<file path="config.mk">
export PLATFORM = sky130hd
export DESIGN_NAME = mips_multicycle_control
export DESIGN_NICKNAME = d
export VERILOG_FILES = /design/src/rtl/mips_multicycle_control.sv
export SDC_FILE = /design/constraint.sdc
export NUM_CORES = 1
export LEC_CHECK = 0
export CORE_MARGIN = 5
export CORE_UTILIZATION = 61
export DETAILED_ROUTE_END_ITERATION = 6
export DONT_BUFFER_PORTS = 1
export GPL_TIMING_DRIVEN = 0
export PLACE_DENSITY = 0.89
export SLEW_MARGIN = 10
export SYNTH_ARGS = -nofsm -noshare
export SYNTH_HDL_FRONTEND = slang
export SYNTH_SLANG_ARGS = --single-unit
</file>
<file path="constraint.sdc">
create_clock -name clk -period 2 [get_ports clk]
set_clock_uncertainty 0.2 [all_clocks]
set_input_delay 0.4 -clock clk [delete_from_list [all_inputs] [get_ports clk]]
set_output_delay 0.4 -clock clk [all_outputs]
set_load 0.05 [all_outputs]
</file>
<file path="src/rtl/mips_multicycle_control.sv">
// Multi-cycle MIPS main control FSM. Each instruction takes 2 to 5 clocks from fetch back to fetch.
// Outputs are decoded from the current state and are valid every cycle. There is no handshake and no backpressure.
module mips_multicycle_control #(
  parameter int CNT_W = 16
) (
  input  logic             clk,
  input  logic             reset,
  input  logic [5:0]       op,
  input  logic             zero,
  output logic             pc_en,
  output logic             pc_write,
  output logic             pc_write_cond,
  output logic             iord,
  output logic             mem_read,
  output logic             mem_write,
  output logic             ir_write,
  output logic             mem_to_reg,
  output logic             reg_dst,
  output logic             reg_write,
  output logic             alu_src_a,
  output logic [1:0]       alu_src_b,
  output logic             alu_op1,
  output logic             alu_op0,
  output logic [1:0]       pc_source,
  output logic             illegal_op,
  output logic [CNT_W-1:0] instr_count,
  output logic [3:0]       state
);

  localparam logic [3:0] S_FETCH     = 4'd0;
  localparam logic [3:0] S_DECODE    = 4'd1;
  localparam logic [3:0] S_MEMADDR   = 4'd2;
  localparam logic [3:0] S_MEMREAD   = 4'd3;
  localparam logic [3:0] S_MEMWB     = 4'd4;
  localparam logic [3:0] S_MEMWRITE  = 4'd5;
  localparam logic [3:0] S_EXEC      = 4'd6;
  localparam logic [3:0] S_RCOMPLETE = 4'd7;
  localparam logic [3:0] S_BRANCH    = 4'd8;
  localparam logic [3:0] S_JUMP      = 4'd9;

  localparam logic [5:0] OP_RTYPE = 6'b000000;
  localparam logic [5:0] OP_J     = 6'b000010;
  localparam logic [5:0] OP_BEQ   = 6'b000100;
  localparam logic [5:0] OP_LW    = 6'b100011;
  localparam logic [5:0] OP_SW    = 6'b101011;

  typedef enum logic [3:0] {
    ST_FETCH     = S_FETCH,
    ST_DECODE    = S_DECODE,
    ST_MEMADDR   = S_MEMADDR,
    ST_MEMREAD   = S_MEMREAD,
    ST_MEMWB     = S_MEMWB,
    ST_MEMWRITE  = S_MEMWRITE,
    ST_EXEC      = S_EXEC,
    ST_RCOMPLETE = S_RCOMPLETE,
    ST_BRANCH    = S_BRANCH,
    ST_JUMP      = S_JUMP
  } state_t;

  state_t state_r;
  logic   retiring;

  assign state = state_r;

  // Every retiring state returns to fetch, so counting here counts completed instructions only.
  always_comb begin
    retiring = 1'b0;
    case (state_r)
      ST_MEMWB, ST_MEMWRITE, ST_RCOMPLETE, ST_BRANCH, ST_JUMP: retiring = 1'b1;
      default: retiring = 1'b0;
    endcase
  end

  always_ff @(posedge clk) begin
    if (reset) begin
      state_r     <= ST_FETCH;
      instr_count <= '0;
    end else begin
      case (state_r)
        ST_FETCH: state_r <= ST_DECODE;
        ST_DECODE: begin
          case (op)
            OP_LW, OP_SW: state_r <= ST_MEMADDR;
            OP_RTYPE:     state_r <= ST_EXEC;
            OP_BEQ:       state_r <= ST_BRANCH;
            OP_J:         state_r <= ST_JUMP;
            default:      state_r <= ST_FETCH;
          endcase
        end
        ST_MEMADDR:   state_r <= (op == OP_LW) ? ST_MEMREAD : ST_MEMWRITE;
        ST_MEMREAD:   state_r <= ST_MEMWB;
        ST_MEMWB:     state_r <= ST_FETCH;
        ST_MEMWRITE:  state_r <= ST_FETCH;
        ST_EXEC:      state_r <= ST_RCOMPLETE;
        ST_RCOMPLETE: state_r <= ST_FETCH;
        ST_BRANCH:    state_r <= ST_FETCH;
        ST_JUMP:      state_r <= ST_FETCH;
        default:      state_r <= ST_FETCH;
      endcase
      if (retiring) instr_count <= instr_count + CNT_W'(1);
    end
  end

  always_comb begin
    pc_write      = 1'b0;
    pc_write_cond = 1'b0;
    iord          = 1'b0;
    mem_read      = 1'b0;
    mem_write     = 1'b0;
    ir_write      = 1'b0;
    mem_to_reg    = 1'b0;
    reg_dst       = 1'b0;
    reg_write     = 1'b0;
    alu_src_a     = 1'b0;
    alu_src_b     = 2'b00;
    alu_op1       = 1'b0;
    alu_op0       = 1'b0;
    pc_source     = 2'b00;
    illegal_op    = 1'b0;
    case (state_r)
      ST_FETCH: begin
        mem_read  = 1'b1;
        ir_write  = 1'b1;
        alu_src_b = 2'b01;
        pc_write  = 1'b1;
      end
      ST_DECODE: begin
        alu_src_b = 2'b11;
        case (op)
          OP_LW, OP_SW, OP_RTYPE, OP_BEQ, OP_J: illegal_op = 1'b0;
          default:                              illegal_op = 1'b1;
        endcase
      end
      ST_MEMADDR: begin
        alu_src_a = 1'b1;
        alu_src_b = 2'b10;
      end
      ST_MEMREAD: begin
        mem_read = 1'b1;
        iord     = 1'b1;
      end
      ST_MEMWB: begin
        reg_write  = 1'b1;
        mem_to_reg = 1'b1;
      end
      ST_MEMWRITE: begin
        mem_write = 1'b1;
        iord      = 1'b1;
      end
      ST_EXEC: begin
        alu_src_a = 1'b1;
        alu_op1   = 1'b1;
      end
      ST_RCOMPLETE: begin
        reg_write = 1'b1;
        reg_dst   = 1'b1;
      end
      ST_BRANCH: begin
        alu_src_a     = 1'b1;
        alu_op0       = 1'b1;
        pc_write_cond = 1'b1;
        pc_source     = 2'b01;
      end
      ST_JUMP: begin
        pc_write  = 1'b1;
        pc_source = 2'b10;
      end
      default: ;
    endcase
  end

  assign pc_en = pc_write | (pc_write_cond & zero);

endmodule

</file>
==> results of run 1 <==
## per-stage QoR
| step | hold WS, ps | instances | setup TNS (ps) | setup slack, ps |
|---|---|---|---|---|
| CTS | 45.98 | 201 | -10170 | -746.9 |
| global placement | 272.0 | 178 | -1957 | -409.4 |
| detailed placement | 270.2 | 178 | -2632 | -419.4 |
| floorplan | 266.4 | 151 | -655.2 | -366.2 |
## kinds of logic after synthesis
| family | count (synthesis) |
|---|---|
| and+or+nand+nor | 73 |
| AOI/OAI and AO/OA | 38 |
| DFF | 20 |
| buffers and inverters | 14 |
| xor gates and xnor gates | 3 |
| muxes | 2 |
| adders and majority gates | 1 |
## repair_timing
action | CTS
cloned | 3
pin swaps | 26
resized for setup | 54
hold buffers | 1
endpoints found under the setup margin | 34
hold endpoints to repair | 1
buffers inserted | 15
==> impl_metrics.yaml, run 1 <==
yosys:
  synth_simple_gate_area_frac: 0.3558
  synthXorXnorAreaFrac: 0.02211
  synth_area_per_cell_um2: 7.872
  ys.flop_type: "dfxtp_1"
  synth_commonest_cells: "dfxtp_1 (20), a21oi_1 (16), nor2_1 (14), or4_1 (9)"
  synth_top_family_by_area: "simple AND/OR/NAND/NOR gates"
  synth-async-reset-ratio: 0
  synth_fa_ha_area_frac: 0.01053
  synth_edf_count: 0
  synth-compound-area-share: 0.2032
  syn_area_mm2: 0.001189
  synth.area.mux_share: 0.01789
  netlist_top_cells_area: "dfxtp_1 (34%), a21oi_1 (6.7%), or4_1 (5.7%)"
  synth_most_common_cell: "dfxtp_1"
  yosysWarnings: 0
  yosysSeqAreaShare: 0.3368
  synth_cells: 151
  ys_types: 40
  yosysTopAreaCell: "dfxtp_1"
  yosys_register_bits: 20
  synthesis.nets: 161
  synth_top_cell_area_share: 0.3368
clocking:
  cts.sinks: 20
  cts_max_level: 1
  cts_buffers: 3
  clockBufferDepth: 2
  clock-root-buffer: "clkbuf_4"
sta:
  grt-worst-endpoint: "pc_en"
  endpoint_type: "output port"
die:
  rows: 16
  die_x_um: 54.14
  pin_count: 47
  initial_core_util: 0.6250
  die_y_um: 54.14
placement:
  dp_hpwl_mm: 2.253
  portBuffers: 0
  routabilityCongestion: 0.8307
  detailed_place.area_mm2: 0.001358
grt:
  grt_start_max_net_pins: 13
outcome:
  stop_stage: "5_1_grt"
  status: "stopped before the end"
  firstError: "[ERROR DPL-0038] Utilization greater than 100%, impossible to legalize"
==> run 2: changes to the inputs <==
--- a/config.mk
+++ b/config.mk
@@ -5,12 +5,12 @@
 export SDC_FILE = /design/constraint.sdc
 export NUM_CORES = 1
 export LEC_CHECK = 0
-export CORE_MARGIN = 5
-export CORE_UTILIZATION = 61
+export CORE_AREA = 5 5 66 68
 export DETAILED_ROUTE_END_ITERATION = 6
+export DIE_AREA = 0 0 71 73
 export DONT_BUFFER_PORTS = 1
 export GPL_TIMING_DRIVEN = 0
-export PLACE_DENSITY = 0.89
+export PLACE_DENSITY_LB_ADDON = 0.15
 export SLEW_MARGIN = 10
 export SYNTH_ARGS = -nofsm -noshare
 export SYNTH_HDL_FRONTEND = slang
==> impl_metrics.yaml, run 2 <==
final_layout:
  largest_reg_flops: 16
  final_common_cell: "buf_6"
  fin_area_mm2: 0.002156
  antenna_cells: 0
  syn2layout_area_growth_pct: 81.37
  final_net_count: 193
  fin_util: 0.5675
  drive_above_1_share: 0.6264
  final_cell_mix: "buf_6 (14), dfxtp_2 (11), a21oi_2 (9), nand3_1 (8), nor2_1 (8)"
  top_register: "instr_count"
  final_cells: 232
yosys:
  synth_most_common_cell: "dfxtp_1"
  yosysTopAreaCell: "dfxtp_1"
  syn_area_mm2: 0.001189
  synth_simple_gate_area_frac: 0.3558
  ys_types: 40
  synthXorXnorAreaFrac: 0.02211
  synth_top_cell_area_share: 0.3368
  synth.area.mux_share: 0.01789
  synth_cells: 151
  synth_commonest_cells: "dfxtp_1 (20), a21oi_1 (16), nor2_1 (14), or4_1 (9)"
  synth_area_per_cell_um2: 7.872
  synth-compound-area-share: 0.2032
  ys.flop_type: "dfxtp_1"
  synthesis.nets: 161
  synth_top_family_by_area: "simple AND/OR/NAND/NOR gates"
  yosysSeqAreaShare: 0.3368
  netlist_top_cells_area: "dfxtp_1 (34%), a21oi_1 (6.7%), or4_1 (5.7%)"
  synth_fa_ha_area_frac: 0.01053
  yosys_register_bits: 20
  synth-async-reset-ratio: 0
  synth_edf_count: 0
  yosysWarnings: 0
setup_path:
  startpoint_type: "flip-flop"
  crit_family: "simple AND/OR/NAND/NOR gates"
  worstSetupPathType: "flip-flop to output port"
  crit_slowest_cell: "nor4_4"
  max_stage_delay_ps: 700
  worstPathCellList: "buf_8, nor4_4, or2_4, a21o_4"
  critPathArrivalTime_ps: 2090
  required_ps: 1400
  worst-path-buf-inv: 1
  end_kind: "output port"
  crit_path_max_fanout: 3
outcome:
  violations: "negative setup slack"
  status: "finished, violations left"
sta:
  hold_viol_final: 0
  fin_crit_sh: 1.346
  setup_viol: 33
  tightest_slew_ps: 782.6
  rsz0062_at_grt: "true"
  slew_viol_final: 0
  fmax_ghz: 0.3714
  fin_crit_ps: 2692
  worst_slack_ps: -692.5
  slew-limit-headroom: 0.4743
grt:
  gr-total-overflow: 0
  grt_usage: 0.1347
  grt_pass1_wl_mm: 5.768
  grt_start_max_net_pins: 13
  grt_pass1_vias: 1201
  antenna_found_initial: 0
die:
  rows: 23
  core_area_mm2: 0.003799
  die_x_um: 71
  pin_count: 47
  dieArea_mm2: 0.005183
  die_y_um: 73
  initial_core_util: 0.3129
placement:
  portBuffers: 0
  dpl.cell_count: 201
  dp_hpwl_mm: 2.446
  routabilityCongestion: 0.7643
  detailed_place.area_mm2: 0.001386
clocking:
  clock_latency_ps: 260
  cts_max_level: 1
  clock-root-buffer: "clkbuf_8"
  clk_pin_slew_ps: 70
  cts_buffers: 3
  cts_tree: "done"
  clockBufferDepth: 2
  cts.sinks: 20
routing:
  drc_errors: 0
  drt_iter0_drc: 32
  via_count: 1307
  drt_wl_total_mm: 4.087
  drt-pass1-iter-count: 4
  vias_per_cell: 5.634
  postRouteAntennaNets: 0
  wl_per_cell_um: 17.62
pwr:
  max-vdd-ir-drop_mv: 0.5578
  cellPowerDensity_mw_per_mm2: 448.3
  fin_total_pwr_w: 0.0009666
  leakagePower_nw: 0.7305
job:
  drv_cap: 0
min_path:
  hold_path_class: "input pin to flip-flop"
[run 2: kinds of logic after synthesis]
logic type / count (synthesis)
DFF: 20
adders and majority gates: 1
AOI/OAI and AO/OA: 38
and+or+nand+nor: 73
muxes: 2
xor gates and xnor gates: 3
buffers and inverters: 14
[run 2: worst paths after layout]
| check | start | endpoint | slack, ps | cells after the start |
|---|---|---|---|---|
| worst max register to register | state[3]$_SDFF_PP0_ | instr_count[8]$_SDFFE_PP0P_ | -210 | 8 |
| worst min-delay path | op[2] | state[3]$_SDFF_PP0_ | 120 | 2 |
| worst min register to register | instr_count[13]$_SDFFE_PP0P_ | instr_count[13]$_SDFFE_PP0P_ | 420 | 2 |
| worst max-delay path | state[3]$_SDFF_PP0_ | pc_en | -690 | 4 |
[run 2: final cells by class]
| cell class | instances | area (µm²) |
|---|---|---|
| flip-flops and latches | 20 | 440.4 |
| well taps | 50 | 62.56 |
| repair buffers | 27 | 354.1 |
| clock buffers | 3 | 41.29 |
| plain buffers | 11 | 128.9 |
| fillers | 316 | 1643 |
| clock inverters | 1 | 30.03 |
| inverters | 3 | 11.26 |
| multi-input cells | 117 | 1087 |
[run 2: layer usage]
metal / vias to the layer above / routed length (µm) / track usage / share of wire
met1: 632 / 1713 / 0.1600 / 0.42
li1: 636 / - / - / -
met4: 0 / 8 / 0.02088 / 0.0020
met2: 37 / 2107 / 0.2348 / 0.52
met3: 2 / 258 / 0.05234 / 0.063
met5: - / 0 / 0 / 0
[run 2: worst register-to-register path: cells and delay by family, from the launching register on]
kind,cells,cell delay [ps]
compound gates,2,360
buf+inv,4,540
flops,1,420
simple gates,2,630
[run 2: repair_timing]
action / 4_1_cts / 5_1_grt
hold endpoints to repair: 1 / 0
setup buffers: 12 / 11
cloned: 1 / 2
endpoints found under the setup margin: 33 / 33
resized for setup: 52 / 67
hold buffers: 1 / 0
pin swaps: 24 / 31
[run 2: where the power goes]
part / total (W) / switching (W) / internal (W)
Sequential: 0.000406 / 0.0000136 / 0.000392
Combinational: 0.000151 / 0.0000938 / 0.0000574
Clock: 0.000409 / 0.000142 / 0.000267
Total: 0.000967 / 0.000250 / 0.000717
[run 2: metrics by stage]
stage	setup TNS [ps]	setup WS (ps)	hold WS [ps]
after floorplan	-655.2	-366.2	266.4
after global placement	-2583	-422.3	275.5
after detailed placement	-3368	-420.0	270.5
after CTS	-6983	-698.0	109.7
after global routing	-8946	-744.5	115.8
final	-7205	-692.5	117.8
(Power assumes the default switching activity.)
